[config.mk]
export PLATFORM = sky130hd
export DESIGN_NAME = kb_event_ctrl
export DESIGN_NICKNAME = d
export VERILOG_FILES = /design/src/rtl/kb_event_ctrl.sv
export SDC_FILE = /design/constraint.sdc
export NUM_CORES = 1
export LEC_CHECK = 0
export CAP_MARGIN = 5
export CORE_MARGIN = 1.5
export CORE_UTILIZATION = 50
export DETAILED_ROUTE_END_ITERATION = 10
export HOLD_SLACK_MARGIN = 0.12
export PLACE_DENSITY = 0.73
export SLEW_MARGIN = 20
export SYNTH_ARGS = -nofsm -noshare
export SYNTH_HDL_FRONTEND = slang
export SYNTH_SLANG_ARGS = --single-unit
[constraint.sdc]
create_clock -name clk -period 3.29 [get_ports clk]
set_clock_uncertainty 0.1 [all_clocks]
set_input_delay 0.4935 -clock clk [delete_from_list [all_inputs] [get_ports clk]]
set_output_delay 0.4935 -clock clk [all_outputs]
set_load 0.05 [all_outputs]
[src/rtl/kb_event_ctrl.sv]
// PS/2 Set 2 scancode sequencer: folds E0/F0 prefixes into single key events,
// tracks shift/ctrl/caps state and queues events behind a valid/ready FIFO.
module kb_event_ctrl #(
    parameter int FIFO_DEPTH = 4,
    parameter int ADDR_BITS  = 2
) (
    input  logic       clk,
    input  logic       i_rst_n,
    input  logic       i_byte_en,
    input  logic [7:0] i_byte,
    input  logic       i_ready,
    input  logic       i_ovf_clr,
    output logic       o_valid,
    output logic [7:0] o_code,
    output logic       o_ext,
    output logic       o_break,
    output logic       o_shift,
    output logic       o_ctrl,
    output logic       o_caps,
    output logic       o_overflow
);

    typedef enum logic [1:0] {S_IDLE, S_EXT, S_BRK, S_EXT_BRK} state_t;

    localparam logic [ADDR_BITS:0] DEPTH_CNT = (ADDR_BITS + 1)'(FIFO_DEPTH);

    state_t state_reg, state_next;
    logic   ev_valid, ev_ext, ev_brk;
    logic   is_prefix, is_silent;

    logic lshift_reg, rshift_reg, lctrl_reg, rctrl_reg, caps_reg, caps_down_reg;
    logic lshift_next, rshift_next, lctrl_next, rctrl_next, caps_next, caps_down_next;
    logic [12:0] entry_next;

    logic [12:0]          mem_reg [FIFO_DEPTH];
    logic [ADDR_BITS-1:0] wr_ptr_reg, rd_ptr_reg;
    logic [ADDR_BITS:0]   count_reg;
    logic                 overflow_reg;
    logic                 full, pop, push_ok;
    logic [12:0]          head;

    assign is_prefix = (i_byte == 8'hE0) || (i_byte == 8'hF0);
    assign is_silent = (i_byte == 8'hAA) || (i_byte == 8'hFA) || (i_byte == 8'hEE) ||
                       (i_byte == 8'hFE) || (i_byte == 8'h00) || (i_byte == 8'hFF) ||
                       (i_byte == 8'hE1);

    always_comb begin
        state_next = state_reg;
        ev_valid   = 1'b0;
        ev_ext     = 1'b0;
        ev_brk     = 1'b0;
        if (i_byte_en) begin
            case (state_reg)
                S_IDLE: begin
                    if (i_byte == 8'hE0)      state_next = S_EXT;
                    else if (i_byte == 8'hF0) state_next = S_BRK;
                    else if (!is_silent)      ev_valid   = 1'b1;
                end
                S_EXT: begin
                    if (i_byte == 8'hF0)      state_next = S_EXT_BRK;
                    else if (i_byte != 8'hE0) begin
                        ev_valid   = 1'b1;
                        ev_ext     = 1'b1;
                        state_next = S_IDLE;
                    end
                end
                S_BRK: begin
                    // A prefix after F0 is a protocol error: drop it and resync.
                    state_next = S_IDLE;
                    ev_valid   = !is_prefix;
                    ev_brk     = 1'b1;
                end
                default: begin
                    state_next = S_IDLE;
                    ev_valid   = !is_prefix;
                    ev_ext     = 1'b1;
                    ev_brk     = 1'b1;
                end
            endcase
        end
    end

    always_comb begin
        lshift_next    = lshift_reg;
        rshift_next    = rshift_reg;
        lctrl_next     = lctrl_reg;
        rctrl_next     = rctrl_reg;
        caps_next      = caps_reg;
        caps_down_next = caps_down_reg;
        if (ev_valid) begin
            if (!ev_ext && i_byte == 8'h12) lshift_next = !ev_brk;
            if (!ev_ext && i_byte == 8'h59) rshift_next = !ev_brk;
            if (!ev_ext && i_byte == 8'h14) lctrl_next  = !ev_brk;
            if (ev_ext  && i_byte == 8'h14) rctrl_next  = !ev_brk;
            // Caps toggles only on the first make after a release, not on typematic repeats.
            if (!ev_ext && i_byte == 8'h58) begin
                if (ev_brk) begin
                    caps_down_next = 1'b0;
                end else begin
                    if (!caps_down_reg) caps_next = !caps_reg;
                    caps_down_next = 1'b1;
                end
            end
        end
    end

    assign entry_next = {i_byte, ev_ext, ev_brk, lshift_next | rshift_next,
                         lctrl_next | rctrl_next, caps_next};

    assign o_valid = (count_reg != '0);
    assign full    = (count_reg == DEPTH_CNT);
    assign pop     = o_valid && i_ready;
    assign push_ok = ev_valid && (!full || pop);

    always_ff @(posedge clk or negedge i_rst_n) begin
        if (!i_rst_n) begin
            state_reg     <= S_IDLE;
            lshift_reg    <= 1'b0;
            rshift_reg    <= 1'b0;
            lctrl_reg     <= 1'b0;
            rctrl_reg     <= 1'b0;
            caps_reg      <= 1'b0;
            caps_down_reg <= 1'b0;
            wr_ptr_reg    <= '0;
            rd_ptr_reg    <= '0;
            count_reg     <= '0;
            overflow_reg  <= 1'b0;
        end else begin
            state_reg     <= state_next;
            lshift_reg    <= lshift_next;
            rshift_reg    <= rshift_next;
            lctrl_reg     <= lctrl_next;
            rctrl_reg     <= rctrl_next;
            caps_reg      <= caps_next;
            caps_down_reg <= caps_down_next;
            if (push_ok) wr_ptr_reg <= wr_ptr_reg + 1'b1;
            if (pop)     rd_ptr_reg <= rd_ptr_reg + 1'b1;
            if (push_ok && !pop)      count_reg <= count_reg + 1'b1;
            else if (!push_ok && pop) count_reg <= count_reg - 1'b1;
            // Set has priority over clear.
            if (ev_valid && full && !pop) overflow_reg <= 1'b1;
            else if (i_ovf_clr)           overflow_reg <= 1'b0;
        end
    end

    always_ff @(posedge clk) begin
        if (push_ok) mem_reg[wr_ptr_reg] <= entry_next;
    end

    // Data outputs read as zero whenever the queue is empty.
    assign head       = o_valid ? mem_reg[rd_ptr_reg] : '0;
    assign o_code     = head[12:5];
    assign o_ext      = head[4];
    assign o_break    = head[3];
    assign o_shift    = head[2];
    assign o_ctrl     = head[1];
    assign o_caps     = head[0];
    assign o_overflow = overflow_reg;

endmodule

; ---- After elaboration in Yosys (flattened, before gate mapping)
; Memories as Yosys holds them, arrays and structs flattened.
; Index checks and enable logic that the tools add are counted.
[classes]
n_reduce_logical = 35
mux = 36
eq_ne = 18
bitwise_logic = 2
addsub = 4
[op_table]
columns = op, count
row1 = "== test 8 bit, second input constant", 8
row2 = 2-to-1 mux 1 bit, 26
row3 = "== test 8 x 5 -> 1 bit, second input constant", 2
row4 = "== test 8 x 7 -> 1 bit, second input constant", 2
row5 = 2-to-1 mux 13 bit, 1
row6 = logical AND 1 bit, 11
row7 = zero test 8 bit, 1
row8 = logical OR 1 bit, 8
row9 = 2-to-1 mux 2 bit, 4
row10 = "inequality test 8 bit, second input constant", 1
row11 = zero test 1 bit, 7
row12 = 2-to-1 mux 3 bit, 2
row13 = "inequality test 3 bit, second input constant", 2
row14 = "adder 2 x 1 -> 2 bit, second input constant", 2
row15 = one-hot mux 1 bit (2 select lines), 2
row16 = one-hot mux 2 bit (2 select lines), 1
row17 = nonzero test 2 bit, 2
row18 = OR reduction 2 bit, 2
row19 = "adder 3 x 1 -> 3 bit, second input constant", 1
row20 = "== test 3 bit, second input constant", 1
row21 = AND reduction 3 bit, 1
row22 = nonzero test 3 bit, 1
row23 = "subtractor 3 x 1 -> 3 bit, second input constant", 1
row24 = "== test 2 x 1 -> 1 bit, second input constant", 1
row25 = 4 further kinds, 5
[totals]
word_cells = 107
register_bits = 16
mem_bits_rw = 52
inputBits = 13
n_memories = 1
[memory_table]
columns = name, words, word_bits, read_ports, rd_clocked_by_memory_dff, write_ports, line_no
row1 = mem_reg, 4, 13, 1, 0, 1, 35  ; logic [12:0] mem_reg [FIFO_DEPTH];

; ---- Logic depth before layout (Yosys ltp)
; Gate-level depths: netlist of the first run.
[logic_depth]
ltp_word = 17
mapped_depth = 11
mapped_depth_nobuf = 10

; ---- Least setup slack after synthesis of the first run
; OpenSTA, ideal clock, no wires.
[synth_timing]
kind = in2reg
startpoint = input port i_byte[1]
endpoint = register count_reg[1]
setup_time_ps = 125
required_ps = 3065
cell_stages = 9
path_slack_ps = 646
path_buffers = 1
arrival_time_ps = 2419
path_cell_list = or4_1 > a21oi_4 > a2bb2oi_2 > and3_1 > buf_6 > ha_1 > inv_1 > fa_1 > mux2_2
[synth_between]
elab_chain_cells = 16
word_cells_on_any_way = 31
cone_classes = 9 x eq/ne / 8 x mux / 14 x reduce/logical
[synth_lines]
columns = item, line_no
row1 = "start, declared", 10  ; input logic [7:0] i_byte,
row2 = == test 8 bit, 43  ; assign is_silent = (i_byte == 8'hAA) || (i_byte == 8'hFA) || (i_byte == 8'hEE) ||
row3 = logical OR 1 bit (3 in a row), 43
row4 = logical OR 1 bit (3 in a row), 44  ; (i_byte == 8'hFE) || (i_byte == 8'h00) || (i_byte == 8'hFF) ||
row5 = 2-to-1 mux 1 bit, 57  ; else if (!is_silent) ev_valid = 1'b1;
row6 = 2-to-1 mux 1 bit, 56  ; else if (i_byte == 8'hF0) state_next = S_BRK;
row7 = 2-to-1 mux 1 bit, 55  ; if (i_byte == 8'hE0) state_next = S_EXT;
row8 = one-hot mux 1 bit (2 select lines) (*), 53  ; case (state_reg)
row9 = 2-to-1 mux 1 bit (*), 52  ; if (i_byte_en) begin
row10 = logical AND 1 bit (*), 113  ; assign push_ok = ev_valid && (!full || pop);
row11 = via push_ok, 39  ; logic full, pop, push_ok;
row12 = zero test 1 bit, 139  ; else if (!push_ok && pop) count_reg <= count_reg - 1'b1;
row13 = logical AND 1 bit, 139
row14 = nonzero test 2 bit (no source line), --
row15 = "end signal, assigned", 138  ; if (push_ok && !pop) count_reg <= count_reg + 1'b1;
row16 = "end signal, assigned", 139
row17 = "end, declared", 37  ; logic [ADDR_BITS:0] count_reg;
; The timed path passes the listed nets; every way through them passes the cells marked *.
; A chain may end at the register's enable or synchronous reset.

; ---- Final worst setup path of the first run
[layout_timing]
startpoint = input port i_byte[0]
endpoint = register count_reg[2]
[layout_between]
elab_chain_cells = 16
word_cells_on_any_way = 31
cone_classes = 9 x eq/ne / 8 x mux / 14 x reduce/logical
[layout_lines]
columns = item, line_no
row1 = == test 8 bit, 43
row2 = logical OR 1 bit (3 in a row), 43
row3 = logical OR 1 bit (3 in a row), 44
row4 = 2-to-1 mux 1 bit, 57
row5 = 2-to-1 mux 1 bit, 56
row6 = 2-to-1 mux 1 bit, 55
row7 = one-hot mux 1 bit (2 select lines) (*), 53
row8 = 2-to-1 mux 1 bit (*), 52
row9 = logical AND 1 bit (*), 113
row10 = zero test 1 bit, 139
row11 = logical AND 1 bit, 139
row12 = nonzero test 2 bit (no source line), --
; Mark *: on every way between the ends. The rest lies on a longest branch, timed or not.

==> results.txt, run 1 <==
RSZ-0062 raised after global routing: false
clock sink total: 68
CP max FO: 10
# resized after CTS: 0
global-route wire length before repair: 8.91 mm
setup_tns: 0 ns
Synth Instances: 194
IO Port Bufs: 27
f_max: 329 MHz
Routed WL: 5.66 mm
htree depth: 3
Worst-Skew Late Latency: 0.33 ns
setup bufs post-CTS: 0
worst vdd ir: 593 uV
cell taking the most area after synthesis: edfxtp_1
Top Ports: 28
max reg flops: 52
ys flop type: edfxtp_1
all-layer global routing usage: 19.2%
max-cap check violation count: 0
Hold Path Class: reg -> reg
Longest Clk Path Bufs: 2
Ys Warns: 0
Antenna Cells: 0
flops & latches, synth: 68
hold_buf cts: 0
wire per inst: 17.6 um
vias: 1765
status: completed
share of the synthesized area in the top cell type: 51.5%
die area: 0.00654 sq mm
power density cells: 896 mW/mm^2
core footprint: 0.00589 sq mm
Die W: 80.9 um
1st-iter DRT viols: 164
Final Util: 63.3%
Worst Setup Path Type: in -> reg
DRC violations left: 0
row cnt: 28
worst-margin pin slew: 0.806 ns
Root Driver: clkbuf_8
Fillers: 440
Starting Density: 51.5%
Syn Area/Cell: 15.6 sq um
cts bufs inserted: 9
share of cells above drive strength 1: 21.5%
number of synthesized flops with an enable pin: 52
WP data required: 3.45 ns
Relative slew margins: 46.1%
DR pass1 iterations: 4
Leakage Power: 1.33 nW
final setup fails: 0
initial antenna violation count: 0
Setup crit end kind: flip-flop
Routed Antenna Nets: 0
Synth Cell Area: 0.00303 sq mm
area grow syn2layout: 22.8%
largest net degree at the start of global routing: 17
CTS tree: built
Reg clk slew, reported paths: 0.07 ns
main area contributors after synthesis: edfxtp_1 (52%), dfrtp_1 (13%), mux4_2 (9.7%)
syn_nets: 213
synth cell count leaders: edfxtp_1 (52), and2_1 (17), dfrtp_1 (16)
Detail Placement HPWL: 3.82 mm
vias per inst: 5.50
Final GP Congestion: 0.865
Final period util: 92.5%
Yosys cell types: 47
fraction of registers with async set/reset: 23.5%
Startpoint Class: input port
max-slew violation count: 0
fin crit period: 3.04 ns
final hold vios: 0
chip height: 80.9 um
number of nets in the layout: 260
Seq/Total Area, Yosys: 64.7%
vias in the first global route: 1742
Congestion Overflow GR: 0
arrival time worst endpoint: 3.20 ns
most numerous cell in the Yosys netlist: edfxtp_1
==> per-stage QoR <==
stage | setup WS (ns) | cell area [sq um] | hold slack, ns | cells | power (mW)
6_report | 0.247 | 3720 | 0.392 | 321 | 3.34
3_3_place_gp | 0.00791 | 3530 | 0.368 | 305 | 2.68
4_1_cts | 0.264 | 3720 | 0.389 | 321 | 3.38
2_1_floorplan | 0.646 | 3030 | 0.0979 | 194 | 2.22
3_5_place_dp | -0.0745 | 3530 | 0.373 | 305 | 2.72
5_1_grt | 0.0495 | 3720 | 0.418 | 321 | 3.51
==> kinds of logic (layout without fill, tap and decap cells) <==
group | after synthesis | count (layout) | share of synthesized area, %
and+or+nand+nor | 59 | 59 | 11.7
buffers and inverters | 16 | 68 | 2.27
muxes | 17 | 17 | 11.2
DFF | 68 | 68 | 64.7
xor gates and xnor gates | 7 | 7 | 2.02
AOI/OAI and AO/OA | 21 | 21 | 5.37
adders and majority gates | 6 | 6 | 2.72
==> worst max-delay path, stage by stage <==
cell	delay, ns
clkdlybuf4s50_1	0.69
o21ba_2	0.21
a211oi_1	0.35
a2bb2oi_2	0.21
and3_1	0.20
ha_1	0.18
inv_1	0.06
fa_1	0.38
xor2_1	0.15
nor2_1	0.11
xor2_1	0.14
==> cell type report <==
| type | instances | area [sq um] | area share, % |
|---|---|---|---|
| Clock buffer | 10 | 128 | 3.43 |
| Inverter | 9 | 33.8 | 0.907 |
| Sequential cell | 68 | 1960 | 52.7 |
| Tap cell | 75 | 93.8 | 2.52 |
| Clock inverter | 6 | 65.1 | 1.75 |
| Multi-Input combinational cell | 110 | 1000 | 26.9 |
| Timing Repair Buffer | 43 | 440 | 11.8 |
==> final timing paths <==
check                                            end  slack, ns  cells after the start                 startpoint
max in group asynchronous        lctrl_reg$_DFF_PN0_       2.06                      1                    i_rst_n
min                        caps_down_reg$_DFFE_PN0P_       0.39                      2  caps_down_reg$_DFFE_PN0P_
max                         count_reg[2]$_DFFE_PN0P_       0.25                     11                  i_byte[0]
min in group asynchronous   count_reg[1]$_DFFE_PN0P_       0.52                      1                    i_rst_n
min reg2reg                caps_down_reg$_DFFE_PN0P_       0.39                      2  caps_down_reg$_DFFE_PN0P_
max reg2reg                 count_reg[1]$_DFFE_PN0P_       0.76                      6   count_reg[0]$_DFFE_PN0P_
==> metal layers <==
layer	up-vias	part of all wire, %	global-route usage [%]
met5	-	0	0
li1	841	-	-
met1	883	44	25.2
met2	33	51	31.4
met4	0	1.4	9.31
met3	8	3.3	2.81
==> report_power, final <==
| part | internal (mW) | switching [mW] | leakage [nW] | total [mW] |
|---|---|---|---|---|
| Clock | 0.350 | 0.304 | 0.0962 | 0.654 |
| Combinational | 0.625 | 0.873 | 0.566 | 1.50 |
| Sequential | 1.12 | 0.0698 | 0.671 | 1.19 |
| Total | 2.09 | 1.25 | 1.33 | 3.34 |
==> layout by cell type, fill, tap and decap left out, types with 2 or more instances in the layout <==
cell type / Yosys / routed
nand2_1: 5 / 5
or3_1: 2 / 2
mux2i_1: 2 / 2
nand4_1: 3 / 3
inv_1: 8 / 8
dfrtp_1: 16 / 16
nand3_1: 5 / 5
clkinv_4: 0 / 2
o21ai_0: 4 / 4
clkbuf_8: 0 / 9
and2_1: 17 / 17
buf_4: 0 / 12
nor3_1: 4 / 4
buf_12: 0 / 4
xor2_1: 3 / 3
nand4b_1: 2 / 2
nor4_1: 2 / 2
xnor2_1: 4 / 4
clkdlybuf4s50_1: 0 / 27
a21oi_1: 3 / 3
clkinv_2: 0 / 2
o31ai_1: 2 / 2
nor2_1: 7 / 7
o32a_1: 2 / 2
and3_1: 4 / 4
ha_1: 5 / 5
edfxtp_1: 52 / 52
mux4_2: 13 / 13
Power figures use the tool's default switching activity.
==> inputs of run 2 (changes only) <==
TNS_END_PERCENT = 1   (was default)
==> results of run 2 <==
The final DEF is identical to that of run 1; final timing and power are the same.
==> inputs of run 3 (changes only) <==
CORE_MARGIN = 5   (was 1.5)
HOLD_SLACK_MARGIN = default   (was 0.12)
==> run 3 against run 2 <==
Power fell by 2.6%. Non-clock buffer count did not move. Via count rose by 2.4%. Critical path type is now reg -> out.
==> results.txt, run 3 (synthesized netlist as in run 1, its figures left out) <==
status: completed
max reg flops: 52
placed inst area: 0.00354 sq mm
CTS tree: built
most frequent cells in the layout: edfxtp_1 (52), clkdlybuf4s50_1 (27), and2_1 (17)
Startpoint Class: flip-flop
core footprint: 0.00592 sq mm
vias: 1807
hold_buf cts: 0
max-slew violation count: 0
area grow syn2layout: 22.1%
Longest Clk Path Bufs: 2
all-layer global routing usage: 16.6%
commonest non-fill, non-tap cell in the layout: edfxtp_1
Worst-Skew Late Latency: 0.33 ns
FF-to-FF setup slack: 0.76 ns
fin crit period: 3.07 ns
Worst Setup Path Type: reg -> out
WP data required: 2.70 ns
Congestion Overflow GR: 0
Top Ports: 28
Leakage Power: 1.32 nW
Final Instance Area: 0.00370 sq mm
dpl ws: 0.0895 ns
Root Driver: clkbuf_8
global-route wire length before repair: 9.20 mm
Final period util: 93.4%
clock sink total: 68
Routed Antenna Nets: 0
Final GP Congestion: 0.832
post-route worst setup slack: 0.217 ns
final hold vios: 0
# resized after CTS: 0
Setup crit end kind: output pin
Register-to-Register Path Depth: 8
setup_tns: 0 ns
vias per inst: 5.63
1st-iter DRT viols: 149
final setup fails: 0
Detail Placement HPWL: 3.96 mm
cts bufs inserted: 9
RSZ-0062 raised after global routing: false
Die W: 87.9 um
Worst R2R End: count_reg[2]$_DFFE_PN0P_
Post-Layout Cell Count: 321
die area: 0.00772 sq mm
worst-margin pin slew: 0.729 ns
CP startpoint: rd_ptr_reg[0]$_DFFE_PN0P_
Routed WL: 5.72 mm
largest net degree at the start of global routing: 17
DRC violations left: 0
FF-to-FF Start: count_reg[0]$_DFFE_PN0P_
dpl cells: 305
arrival time worst endpoint: 2.48 ns
row cnt: 28
Starting Density: 51.2%
Reg clk slew, reported paths: 0.07 ns
DR pass1 iterations: 4
wire per inst: 17.8 um
htree depth: 3
share of cells above drive strength 1: 21.1%
worst setup path endpoint: o_code[7]
Hold Path Class: reg -> reg
f_max: 325 MHz
Relative slew margins: 51.2%
Antenna Cells: 0
worst vdd ir: 593 uV
total power: 3.25 mW
CP max FO: 11
vias in the first global route: 1843
setup bufs post-CTS: 0
initial antenna violation count: 0
chip height: 87.9 um
number of nets in the layout: 260
power density cells: 878 mW/mm^2
IO Port Bufs: 27
max-cap check violation count: 0
[run 3: power breakdown]
| part | switching (mW) | internal (mW) | total [mW] |
|---|---|---|---|
| clock | 0.281 | 0.265 | 0.546 |
| combinational | 0.826 | 0.642 | 1.47 |
| sequential | 0.122 | 1.12 | 1.24 |
[run 3: layout make-up]
class / instances / area, sq um
Inverter: 9 / 33.8
Sequential cell: 68 / 1960
Multi-Input combinational cell: 110 / 1000
Clock buffer: 10 / 128
Timing Repair Buffer: 43 / 453
Fill cell: 472 / 2220
Clock inverter: 6 / 31.3
Tap cell: 75 / 93.8
[run 3: how the worst min path moves through the flow]
stage                         startpoint  depth (start not counted)                         to
2_1_floorplan                    i_rst_n                          0  caps_down_reg$_DFFE_PN0P_
3_3_place_gp   caps_down_reg$_DFFE_PN0P_                          2  caps_down_reg$_DFFE_PN0P_
3_5_place_dp    count_reg[2]$_DFFE_PN0P_                          1   count_reg[2]$_DFFE_PN0P_
4_1_cts         count_reg[2]$_DFFE_PN0P_                          1   count_reg[2]$_DFFE_PN0P_
5_1_grt         count_reg[2]$_DFFE_PN0P_                          1   count_reg[2]$_DFFE_PN0P_
6_report        count_reg[2]$_DFFE_PN0P_                          1   count_reg[2]$_DFFE_PN0P_
[run 3: per-layer routing]
layer  global-route usage, %  up-vias  part of all wire [%]
met5                       0        -                     0
met3                    4.33        6                   5.3
met1                    20.1      915                    41
met4                    7.39        0                   1.4
met2                    27.9       46                    52
li1                        -      840                     -
[run 3: critical path, cell delays in order, from the launching register on]
cell and delay (ns):
dfrtp_1 0.57, buf_12 0.21, mux4_2 0.49, and2_1 0.18
clkdlybuf4s50_1 0.71
[run 3: metrics by stage]
step / hold slack [ns] / util (%)
after floorplan: 0.0979 / -
after global placement: 0.365 / 59.8
after detailed placement: 0.371 / 59.8
after CTS: 0.384 / 62.5
after global routing: 0.399 / 62.5
final: 0.382 / 62.5
